[src/rtl/bcd_seg_pkg.sv]
// rtl/bcd_seg_pkg.sv - segment patterns and BCD-to-segment decode
// Patterns are active-high gfedcba; output polarity is applied by the user.
package bcd_seg_pkg;

   localparam logic [6:0] SEG_0     = 7'b0111111;
   localparam logic [6:0] SEG_1     = 7'b0000110;
   localparam logic [6:0] SEG_2     = 7'b1011011;
   localparam logic [6:0] SEG_3     = 7'b1001111;
   localparam logic [6:0] SEG_4     = 7'b1100110;
   localparam logic [6:0] SEG_5     = 7'b1101101;
   localparam logic [6:0] SEG_6     = 7'b1111101;
   localparam logic [6:0] SEG_7     = 7'b0000111;
   localparam logic [6:0] SEG_8     = 7'b1111111;
   localparam logic [6:0] SEG_9     = 7'b1101111;
   localparam logic [6:0] SEG_BLANK = 7'b0000000;

   function automatic logic [6:0] bcd_to_seg(input logic [3:0] nibble);
      case (nibble)
         4'd0:    bcd_to_seg = SEG_0;
         4'd1:    bcd_to_seg = SEG_1;
         4'd2:    bcd_to_seg = SEG_2;
         4'd3:    bcd_to_seg = SEG_3;
         4'd4:    bcd_to_seg = SEG_4;
         4'd5:    bcd_to_seg = SEG_5;
         4'd6:    bcd_to_seg = SEG_6;
         4'd7:    bcd_to_seg = SEG_7;
         4'd8:    bcd_to_seg = SEG_8;
         4'd9:    bcd_to_seg = SEG_9;
         default: bcd_to_seg = SEG_BLANK;
      endcase
   endfunction

endpackage

[src/rtl/bcd_count_scan_if.sv]
// rtl/bcd_count_scan_if.sv - control strobes in, count and display out
// The master drives tick/en/up_dn/clr; the slave (counter) drives the rest.
interface bcd_count_scan_if #(parameter int NDIG = 4);

   logic              tick;
   logic              en;
   logic              up_dn;
   logic              clr;
   logic [4*NDIG-1:0] count;
   logic              carry;
   logic [6:0]        seg;
   logic [NDIG-1:0]   an;

   modport master (output tick, en, up_dn, clr, input count, carry, seg, an);
   modport slave  (input tick, en, up_dn, clr, output count, carry, seg, an);

endinterface

[src/rtl/bcd_digit.sv]
// rtl/bcd_digit.sv - one BCD digit of the up/down chain
// Steps only when cin is set; cout flags a carry (up) or borrow (down).
module bcd_digit (
   input  logic       clk,
   input  logic       rst,
   input  logic       clr,
   input  logic       inc,
   input  logic       dec,
   input  logic       cin,
   output logic [3:0] q,
   output logic       cout
);

   assign cout = cin & ((inc & (q == 4'd9)) | (dec & (q == 4'd0)));

   // Values above 9 are folded back to 0/9 so the digit can never leave BCD range.
   always_ff @(posedge clk) begin
      if (rst || clr) begin
         q <= 4'd0;
      end else if (cin && inc) begin
         q <= (q >= 4'd9) ? 4'd0 : q + 4'd1;
      end else if (cin && dec) begin
         q <= (q == 4'd0 || q > 4'd9) ? 4'd9 : q - 4'd1;
      end
   end

endmodule

[src/rtl/bcd_count_scan.sv]
// rtl/bcd_count_scan.sv - BCD up/down counter with multiplexed 7-segment scan
// All state runs on mclk; tick is a one-cycle enable, not a clock.
module bcd_count_scan
   import bcd_seg_pkg::*;
#(
   parameter int NDIG        = 4,
   parameter int SCAN_DIV    = 50000,
   parameter int SEG_ACT_LOW = 1,
   parameter int AN_ACT_LOW  = 1
) (
   input  logic             mclk,
   input  logic             rst,
   bcd_count_scan_if.slave  bus
);

   localparam int PW = (SCAN_DIV > 1) ? $clog2(SCAN_DIV) : 1;
   localparam int IW = (NDIG > 1) ? $clog2(NDIG) : 1;

   logic              step_up;
   logic              step_dn;
   logic [NDIG:0]     chain;
   logic [4*NDIG-1:0] cnt;
   logic              carry_r;
   logic [PW-1:0]     psc;
   logic [IW-1:0]     idx;
   logic [3:0]        cur;
   logic [NDIG-1:0]   an_hot;
   logic [6:0]        seg_pat;
   logic [NDIG-1:0]   an_r;
   logic [6:0]        seg_r;

   assign step_up  = bus.tick & bus.en & bus.up_dn;
   assign step_dn  = bus.tick & bus.en & ~bus.up_dn;
   assign chain[0] = 1'b1;

   for (genvar i = 0; i < NDIG; i++) begin : g_dig
      bcd_digit u_dig (
         .clk  (mclk),
         .rst  (rst),
         .clr  (bus.clr),
         .inc  (step_up),
         .dec  (step_dn),
         .cin  (chain[i]),
         .q    (cnt[4*i +: 4]),
         .cout (chain[i+1])
      );
   end

   // The chain's last carry is only high on a stepping cycle, so carry self-clears.
   always_ff @(posedge mclk) begin
      if (rst || bus.clr) carry_r <= 1'b0;
      else                carry_r <= chain[NDIG];
   end

   always_ff @(posedge mclk) begin
      if (rst) begin
         psc <= '0;
         idx <= '0;
      end else if (psc == PW'(SCAN_DIV - 1)) begin
         psc <= '0;
         idx <= (idx == IW'(NDIG - 1)) ? '0 : idx + 1'b1;
      end else begin
         psc <= psc + 1'b1;
      end
   end

   always_comb begin
      cur    = 4'd0;
      an_hot = '0;
      for (int i = 0; i < NDIG; i++) begin
         if (idx == IW'(i)) begin
            cur       = cnt[4*i +: 4];
            an_hot[i] = 1'b1;
         end
      end
      seg_pat = bcd_to_seg(cur);
   end

   always_ff @(posedge mclk) begin
      if (rst) begin
         an_r  <= (AN_ACT_LOW != 0) ? '1 : '0;
         seg_r <= (SEG_ACT_LOW != 0) ? 7'h7f : 7'h00;
      end else begin
         an_r  <= (AN_ACT_LOW != 0) ? ~an_hot : an_hot;
         seg_r <= (SEG_ACT_LOW != 0) ? ~seg_pat : seg_pat;
      end
   end

   assign bus.count = cnt;
   assign bus.carry = carry_r;
   assign bus.an    = an_r;
   assign bus.seg   = seg_r;

endmodule
[src/flat_wrapper.sv]
// flat-port wrapper written by rule: the top's interface ports become plain ports
module bcd_count_scan_flat import bcd_seg_pkg::*;
#(
   parameter int NDIG        = 4,
   parameter int SCAN_DIV    = 50000,
   parameter int SEG_ACT_LOW = 1,
   parameter int AN_ACT_LOW  = 1
)
  (mclk, rst, bus_tick, bus_en, bus_up_dn, bus_clr, bus_count, bus_carry, bus_seg, bus_an);
  bcd_count_scan_if #(.NDIG(NDIG)) bus_i ();
  input  logic mclk;
  input  logic rst;
  input wire logic [$bits(bus_i.tick)-1:0] bus_tick;
  input wire logic [$bits(bus_i.en)-1:0] bus_en;
  input wire logic [$bits(bus_i.up_dn)-1:0] bus_up_dn;
  input wire logic [$bits(bus_i.clr)-1:0] bus_clr;
  output wire logic [$bits(bus_i.count)-1:0] bus_count;
  output wire logic [$bits(bus_i.carry)-1:0] bus_carry;
  output wire logic [$bits(bus_i.seg)-1:0] bus_seg;
  output wire logic [$bits(bus_i.an)-1:0] bus_an;
  assign bus_i.tick = bus_tick;
  assign bus_i.en = bus_en;
  assign bus_i.up_dn = bus_up_dn;
  assign bus_i.clr = bus_clr;
  assign bus_count = bus_i.count;
  assign bus_carry = bus_i.carry;
  assign bus_seg = bus_i.seg;
  assign bus_an = bus_i.an;
  bcd_count_scan #(.NDIG(NDIG), .SCAN_DIV(SCAN_DIV), .SEG_ACT_LOW(SEG_ACT_LOW), .AN_ACT_LOW(AN_ACT_LOW)) u_core (.mclk(mclk), .rst(rst), .bus(bus_i));
endmodule
[config.mk]
export PLATFORM = sky130hd
export DESIGN_NAME = bcd_count_scan_flat
export DESIGN_NICKNAME = d
export VERILOG_FILES = /design/src/rtl/bcd_seg_pkg.sv /design/src/rtl/bcd_count_scan_if.sv /design/src/rtl/bcd_digit.sv /design/src/rtl/bcd_count_scan.sv /design/src/flat_wrapper.sv
export SDC_FILE = /design/constraint.sdc
export NUM_CORES = 1
export LEC_CHECK = 0
export CAP_MARGIN = 20
export CORE_UTILIZATION = 40
export CTS_BUF_LIST = sky130_fd_sc_hd__clkbuf_16
export CTS_CLUSTER_SIZE = 12
export DETAILED_ROUTE_END_ITERATION = 12
export GPL_TIMING_DRIVEN = 0
export HOLD_SLACK_MARGIN = 0.08
export MAX_ROUTING_LAYER = met4
export PLACE_DENSITY = 0.62
export REMOVE_ABC_BUFFERS = 1
export SKIP_CTS_REPAIR_TIMING = 1
export SLEW_MARGIN = 20
export SYNTH_ARGS = -nofsm -noshare
export SYNTH_HDL_FRONTEND = slang
export SYNTH_SLANG_ARGS = --single-unit
[constraint.sdc]
create_clock -name mclk -period 3.35 [get_ports mclk]
set_clock_uncertainty 0.15 [all_clocks]
set_input_delay 0.8375 -clock mclk [delete_from_list [all_inputs] [get_ports mclk]]
set_output_delay 0.8375 -clock mclk [all_outputs]
set_load 0.1 [all_outputs]
### After elaboration in Yosys (flattened, before gate mapping)

Memories as Yosys holds them, arrays and structs flattened.
Index checks and enable logic that the tools add are counted.

| word-level totals | value |
|---|---|
| flip-flop bits (word level) | 46 |
| ROM bits | 112 |
| memories | 1 |
| output and inout bits | 28 |

Memory list:

| name | depth | bits a word | rd ports | clocked after memory_dff | write ports | RTL line | source |
|---|---|---|---|---|---|---|---|
| (no name shown) | 16 | 7 | 1 | 0 | 0 | bcd_seg_pkg.sv:18 | `case (nibble)` |

| operators by class | value |
|---|---|
| reduce and logical (&&, ||, !) cells | 21 |
| equal/unequal tests | 8 |
| add/sub/neg operators | 10 |
| order comparisons | 8 |
| bitwise operators | 21 |
| mux-type cells | 25 |

Operators by type and width:

| operator | number |
|---|---|
| 4-bit two-way mux | 20 |
| 16-bit by 1-bit adder with 16-bit output (second input constant) | 1 |
| 4-bit by 1-bit adder with 4-bit output (second input constant) | 4 |
| 16-bit equality test (second input constant) | 1 |
| 4-bit equality test (second input constant) | 4 |
| 4-bit greater-or-equal comparator (second input constant) | 4 |
| 4-bit greater-than comparator (second input constant) | 4 |
| 4-bit logical NOT | 4 |
| 4-bit by 1-bit subtractor with 4-bit output (second input constant) | 4 |
| 1-bit bitwise AND | 14 |
| 2-bit nonzero test | 4 |
| 7-bit inverter | 1 |
| 1-bit logical AND | 6 |
| 1-bit logical OR | 5 |
| 2-bit equality test (second input constant) | 2 |
| 1-bit two-way mux | 4 |
| 4-bit inverter | 1 |
| 1-bit OR | 4 |
| 2-bit by 1-bit adder with 2-bit output (second input constant) | 1 |
| 2-bit by 1-bit equality test with 1-bit output (second input constant) | 1 |
| 2-bit logical NOT | 1 |
| 2-bit two-way mux | 1 |
| 2-bit OR reduction | 1 |
| 1-bit inverter | 1 |

### Depth between registers and ports, before layout

Gate-level depths: netlist of run 1.

| depth | value |
|---|---|
| depth after elaboration | 9 |
| gate-level depth with buffers | 9 |
| depth with buffers taken out | 9 |

### Modules after synthesis

A second synthesis of run 1 with hierarchy kept.

| second synthesis, totals | value |
|---|---|
| cell total of the unflattened synthesis | 355 |
| area total of the unflattened synthesis | 3144.3 µm² |

By module, submodules not included:

| module | seq. area each (µm²) | area each (µm²) | instances | cells an instance |
|---|---|---|---|---|
| bcd_digit | 80.1 | 427.9 | 4 | 51 |
| bcd_count_scan | 600.6 | 1432.6 | 1 | 151 |

### Least setup slack after synthesis of run 1

Ideal clock, no wire load.

| timing path | value |
|---|---|
| path kind | register -> register |
| start point | reg u_core.g_dig[0].u_dig.q[1] |
| end point | reg u_core.g_dig[3].u_dig.q[1] |
| arrival time | 2.489 ns |
| buffers on the path | 1 |
| stages on the path, launching flop included | 9 |
| clock period less this slack | 2.725 ns |
| path slack | 0.625 ns |
| required time | 3.114 ns |
| cell sequence | dfxtp_1 -> inv_1 -> ha_1 -> and3b_2 -> and4_1 -> buf_6 -> nor3_1 -> a31oi_1 -> a211oi_1 |

| between the ends | value |
|---|---|
| word-level cells in the longest chain between the ends | 7 |
| elaborated cells between the ends (all ways) | 11 |

Ends and longest elaborated chain:

| item | RTL line | source |
|---|---|---|
| from (decl) | bcd_digit.sv:10 | `output logic [3:0] q,` |
| from (signal assigned) | bcd_digit.sv:21 | `q <= (q >= 4'd9) ? 4'd0 : q + 4'd1;` |
| from (signal assigned) | bcd_digit.sv:23 | `q <= (q == 4'd0 \|\| q > 4'd9) ? 4'd9 : q - 4'd1;` |
| 4-bit equality test or 4-bit logical NOT (tied branches) | bcd_digit.sv:14 | `assign cout = cin & ((inc & (q == 4'd9)) \| (dec & (q == 4'd0)));` |
| 1-bit bitwise AND | bcd_digit.sv:14 |  |
| 1-bit OR * | bcd_digit.sv:14 |  |
| 1-bit bitwise AND * (2 in a row) | bcd_digit.sv:14 |  |
| 1-bit logical AND, on equally long branches | bcd_digit.sv:20, bcd_digit.sv:22 |  |
| 4-bit two-way mux or 2-bit nonzero test (tied branches) | n/a |  |
| to (signal assigned) | bcd_digit.sv:21 |  |
| to (signal assigned) | bcd_digit.sv:23 |  |
| to (decl) | bcd_digit.sv:10 |  |

Mark *: on every way between the ends. The rest lies on a longest branch, timed or not.
A chain may end at the register's enable or synchronous reset.

### Worst setup path in the final report of run 1

| timing path | value |
|---|---|
| start point | reg u_core.g_dig[1].u_dig.q[2] |
| end point | out bus_count[6] |

RTL lines:

| item | RTL line | source |
|---|---|---|
| from (decl) | bcd_digit.sv:10 |  |
| from (signal assigned) | bcd_digit.sv:21 |  |
| from (signal assigned) | bcd_digit.sv:23 |  |
| to (decl) | flat_wrapper.sv:17 | `output wire logic [$bits(bus_i.count)-1:0] bus_count;` |

No word-level cell between the ends.

==> flow_metrics.tcl, run 1 <==
set metrics [dict create \
    worst-r2r-setup-slack_ns 0.75 \
    avgSynthCellArea_sq_um 8.51 \
    endpoint_kind "output port" \
    cts_buffers 5 \
    antenna_found_initial 0 \
    synth_edf_count 0 \
    slew_violations 0 \
    die-area_sq_mm 0.00806 \
    worstSetupPathType "flop to output port" \
    routed-via-count 2609 \
    static-leakage-power_nw 1.34 \
    cp.required_ns 2.36 \
    routed_wl_um 6650 \
    drtIter0Drc 188 \
    crit_fanout 13 \
    worst_slew_pin_slew_ns 0.983 \
    fmax_mhz 317 \
    tritoncts "yes" \
    drv_cap 0 \
    yosysSeqAreaShare_pct 29.9 \
    setup_viol 0 \
    worst-path-buf-inv 1 \
    ios 34 \
    reg2reg_to "u_core.bus.seg[3]" \
    cp_cell_sequence "clkdlybuf4s50_1" \
    async_flop_share_pct 0 \
    cp.arrival_ns 2.17 \
    vias_per_cell 5.39 \
    grt_pass1_vias 2419 \
    antenna_left 0 \
    synthToLayoutAreaGrowth_pct 15.2 \
    antenna_cells 0 \
    netlist_instances 362 \
    fp.dieW_um 89.8 \
    slew_headroom_pct 34.3 \
    power_density_mw_per_mm2 350 \
    dp.cells 476 \
    rsz0062_at_grt "no" \
    start_kind "flop" \
    core-area_sq_mm 0.00733 \
    io_buffer_count 33 \
    dp_hpwl_um 4710 \
    fin_tns_setup_ns 0 \
    rr_worst_depth 8 \
    synth_cell_types 67 \
    drcViolationCount 0 \
    final.fill_count 706 \
    die_h_um 89.8 \
    nNetsFinal 414 \
    insertion_delay_ns 0.29 \
    fin_crit_sh_pct 94.1 \
    cpPeakStageDelay_ns 1.23 \
    ys_ff_latch 46 \
    r2r-start "u_core.idx[0]" \
    dr.pass1.iters 4 \
    cts_buffer_depth 2 \
    yosysWarnings 0 \
    h-tree-depth 2 \
    cp-endpoint "bus_count[6]" \
    cp.depth 1 \
    setup_slack_ns 0.197 \
    final_common_cell "dfxtp_1" \
    cpLargestDelayFamily "buffers and inverters" \
    grt_max_degree 18 \
    root_buffer "clkbuf_16" \
    layout_common_cells "dfxtp_1, nor2_1, clkdlybuf4s50_1, ha_1, nand2_1" \
    worst_path_max_delay_cell "clkdlybuf4s50_1" \
    outcome "complete, no violations" \
    hold_viol 0 \
    period_minus_slack_ns 3.15 \
    final_util_pct 48.4 \
    wl_per_cell_um 13.7 \
    fin_cells 484 \
    overflow 0 \
    start_util_pct 42.0 \
    startpoint "u_core.g_dig[1].u_dig.q[2]" \
    drive_gt1_share_pct 6.49 \
    report.power.total_mw 1.24 \
    hold_path_class "flop to flop" \
    multi_input_area_sq_mm 0.00195 \
    grt_pass1_wl_um 11400 \
    numClockSinks 46 \
    grt_util_all_layers_pct 17.7 \
    synth_top_flop_cell "dfxtp_1" \
    placementRows 31 \
    syn_area_sq_mm 0.00308 \
    vdd_drop_max_mv 0.204 \
    clk_pin_slew_ns 0.07 \
    dp_slack_ns 0.292 \
    register_area_sq_um 921 \
    place_congestion 0.869 \
]
## stage by stage
stage	area, sq um	hold slack (ns)
3_5_place_dp	3400	0.297
3_3_place_gp	3400	0.281
2_1_floorplan	2950	0.268
4_1_cts	3550	0.310
5_1_grt	3550	0.328
6_report	3550	0.304
## synth_stat cells, drive strengths merged, types with 7 or more instances
master | n | area, sq um
dfxtp | 46 | 921
nor2 | 34 | 135
ha | 24 | 300
nand2 | 21 | 78.8
inv | 20 | 75.1
o21ai | 19 | 98.9
a21oi | 17 | 85.1
a211oi | 13 | 108
nand3 | 13 | 65.1
buf | 12 | 97.6
nand2b | 12 | 75.1
nor3b | 11 | 105
o21bai | 10 | 75.1
xnor2 | 10 | 87.6
nor2b | 9 | 56.3
nor3 | 9 | 45.0
xor2 | 7 | 61.3
## report_power, final
part,switching [mW],leakage (nW),internal [mW],total [mW]
combinational,0.120,0.895,0.0551,0.175
clock,0.221,0.0698,0.276,0.497
sequential,0.0110,0.374,0.559,0.570
total,0.352,1.34,0.890,1.24
## registers in the layout, summed over array words and instances, names as in the netlist
signal                count
u_core.bus.seg            7
u_core.bus.carry          1
u_core.g_dig.u_dig.q     16
u_core.idx                2
u_core.bus.an             4
u_core.psc               16
## metal layers
| layer | global-route usage [%] | vias to the layer above | share of wire, % |
|---|---|---|---|
| met4 | 5.33 | 0 | 1.2 |
| li1 | - | 1339 | - |
| met1 | 22.9 | 1213 | 50 |
| met2 | 28.2 | 50 | 45 |
| met3 | 3.13 | 7 | 3.1 |
| met5 | - | - | 0 |
## cells by family after synthesis
| group | after synthesis | synth area share (%) |
|---|---|---|
| mux | 3 | 1.02 |
| fa+ha+maj | 24 | 9.75 |
| flops | 46 | 29.9 |
| compound gates | 95 | 21.7 |
| simple gates | 139 | 26.0 |
| buf+inv | 38 | 6.74 |
| xor+xnor | 17 | 4.83 |
## layout make-up
cell class                 instances  share of cell area [%]
clock buffer                       5                    3.53
clock inverter                     3                   0.599
inverter                          20                    2.12
multi-input combinational        278                    55.0
sequential                        46                    26.0
tap                               99                    3.49
timing repair buffer              33                    9.31
## worst min-delay path by stage
stage / from / end / slack (ns) / cells past startpoint
floorplan: u_core.psc[0] / u_core.psc[0] / 0.27 / 1
global route: u_core.psc[0] / u_core.psc[0] / 0.33 / 1
CTS: u_core.psc[0] / u_core.psc[0] / 0.31 / 1
finish: u_core.psc[0] / u_core.psc[0] / 0.30 / 1
detailed placement: u_core.psc[0] / u_core.psc[0] / 0.30 / 1
global placement: u_core.psc[0] / u_core.psc[0] / 0.28 / 1
Note: power is estimated with default switching activity, not from simulation.
==> inputs of run 2 (changes only) <==
--- a/config.mk
+++ b/config.mk
@@ -6,6 +6,7 @@
 export NUM_CORES = 1
 export LEC_CHECK = 0
 export CAP_MARGIN = 20
+export CORE_ASPECT_RATIO = 1.4
 export CORE_UTILIZATION = 40
 export CTS_BUF_LIST = sky130_fd_sc_hd__clkbuf_16
 export CTS_CLUSTER_SIZE = 12
@@ -16,7 +17,6 @@
 export PLACE_DENSITY = 0.62
 export REMOVE_ABC_BUFFERS = 1
 export SKIP_CTS_REPAIR_TIMING = 1
-export SLEW_MARGIN = 20
 export SYNTH_ARGS = -nofsm -noshare
 export SYNTH_HDL_FRONTEND = slang
 export SYNTH_SLANG_ARGS = --single-unit
==> constraint.sdc (replaced) <==
create_clock -name mclk -period 3 [get_ports mclk]
set_clock_uncertainty 0.15 [all_clocks]
set_input_delay 0.75 -clock mclk [delete_from_list [all_inputs] [get_ports mclk]]
set_output_delay 0.75 -clock mclk [all_outputs]
set_load 0.1 [all_outputs]
==> flow_metrics.tcl, run 2 (same netlist as run 1, synthesis figures left out) <==
set metrics [dict create \
    cpLargestDelayFamily "buffers and inverters" \
    cp.arrival_ns 2.04 \
    period_minus_slack_ns 2.94 \
    grt_pass1_wl_um 11300 \
    drtIter0Drc 85 \
    synthToLayoutAreaGrowth_pct 15.7 \
    tritoncts "yes" \
    hold_path_class "flop to flop" \
    ios 34 \
    power_density_mw_per_mm2 390 \
    dpl_cell_area_sq_mm 0.00340 \
    io_buffer_count 33 \
    worst-r2r-setup-slack_ns 0.55 \
    startpoint "u_core.g_dig[1].u_dig.q[3]" \
    antenna_found_initial 0 \
    whs_ns 0.303 \
    dp.cells 474 \
    clk_pin_slew_ns 0.07 \
    routed_wl_um 6400 \
    rr_worst_depth 8 \
    place_congestion 0.893 \
    die-area_sq_mm 0.00806 \
    setup_viol 0 \
    grt_max_degree 18 \
    placementRows 37 \
    vias_per_cell 5.43 \
    hold_viol 0 \
    worstHoldPathCells 1 \
    die_h_um 106 \
    rsz0062_at_grt "no" \
    crit_fanout 10 \
    grt_util_all_layers_pct 17.4 \
    worst-path-buf-inv 1 \
    drcViolationCount 0 \
    static-leakage-power_nw 1.45 \
    layout_common_cells "dfxtp_1, nor2_1, clkdlybuf4s50_1, ha_1, nand2_1" \
    fmax_mhz 341 \
    endpoint_kind "output port" \
    cts_buffers 5 \
    slew_headroom_pct 35.4 \
    grt_pass1_vias 2553 \
    r2r-start "u_core.idx[0]" \
    numClockSinks 46 \
    slew_violations 0 \
    hp-start "u_core.psc[0]" \
    fin_crit_sh_pct 97.9 \
    cp.required_ns 2.10 \
    dr.pass1.iters 4 \
    wl_per_cell_um 13.3 \
    outcome "complete, no violations" \
    overflow 0 \
    start_util_pct 41.6 \
    core-area_sq_mm 0.00741 \
    drive_gt1_share_pct 6.49 \
    cp_cell_sequence "clkdlybuf4s50_1" \
    reg2reg_to "u_core.bus.seg[0]" \
    cts_buffer_depth 2 \
    fin_cells 482 \
    worst_path_max_delay_cell "clkdlybuf4s50_1" \
    holdPathEnd "u_core.psc[0]" \
    antenna_cells 0 \
    drv_cap 0 \
    routed-via-count 2618 \
    cpPeakStageDelay_ns 1.21 \
    dp_hpwl_um 4630 \
    fp.dieW_um 76.2 \
    root_buffer "clkbuf_16" \
    nNetsFinal 414 \
    antenna_left 0 \
    h-tree-depth 2 \
    final_common_cell "dfxtp_1" \
    start_kind "flop" \
    vdd_drop_max_mv 0.284 \
    stdcell_area_sq_mm 0.00356 \
    final.fill_count 744 \
    worst_slew_pin_slew_ns 0.966 \
    worstSetupPathType "flop to output port" \
    insertion_delay_ns 0.28 \
]
==> run 2: cell types whose count changed in the layout (fill, tap and decap cells not counted), sizes merged <==
cell	previous run	this run
clkdlybuf4s50	33	27
dlymetal6s2s	0	6
clkinv	2	1
inv	20	21
==> run 2: worst max path at each step <==
stage / to / slack (ns) / cells after the start
floorplan: u_core.g_dig[3].u_dig.q[3] / 0.26 / 7
global placement: u_core.g_dig[3].u_dig.q[0] / 0.04 / 6
detailed placement: u_core.g_dig[3].u_dig.q[0] / 0.02 / 6
CTS: bus_count[3] / -0.05 / 1
global route: bus_count[1] / 0.02 / 1
finish: bus_count[7] / 0.06 / 1
==> run 2: routing by layer <==
layer | up-vias | share of wire (%) | global-route usage, %
li1 | 1339 | - | -
met3 | 4 | 3.0 | 2.08
met2 | 53 | 52 | 31.8
met5 | - | 0 | -
met1 | 1222 | 44 | 19.7
met4 | 0 | 1.0 | 5.36
==> run 2: final cells by class <==
| cell class | count | area (sq um) | area share (%) |
|---|---|---|---|
| Tap cell | 97 | 121 | 3.40 |
| Inverter | 20 | 75.1 | 2.11 |
| Sequential cell | 46 | 921 | 25.8 |
| Clock inverter | 3 | 25.0 | 0.702 |
| Multi-Input combinational cell | 278 | 1950 | 54.8 |
| Timing Repair Buffer | 33 | 345 | 9.69 |
| Clock buffer | 5 | 125 | 3.51 |
==> run 2: through the flow <==
| stage | setup TNS (ns) | power (mW) | setup slack [ns] | utilization (%) |
|---|---|---|---|---|
| after global placement | 0 | 0.843 | 0.0430 | 45.9 |
| after floorplan | 0 | 0.795 | 0.263 | - |
| after detailed placement | 0 | 0.844 | 0.0164 | 45.9 |
| final | 0 | 1.39 | 0.0635 | 48.1 |
| after global routing | 0 | 1.45 | 0.0164 | 48.1 |
| after CTS | -0.0695 | 1.41 | -0.0455 | 47.9 |
==> run 2: power breakdown <==
group          leakage [nW]  internal (mW)  switching [mW]
sequential            0.374          0.624          0.0121
combinational          1.01         0.0615           0.132
clock                0.0704          0.313           0.248
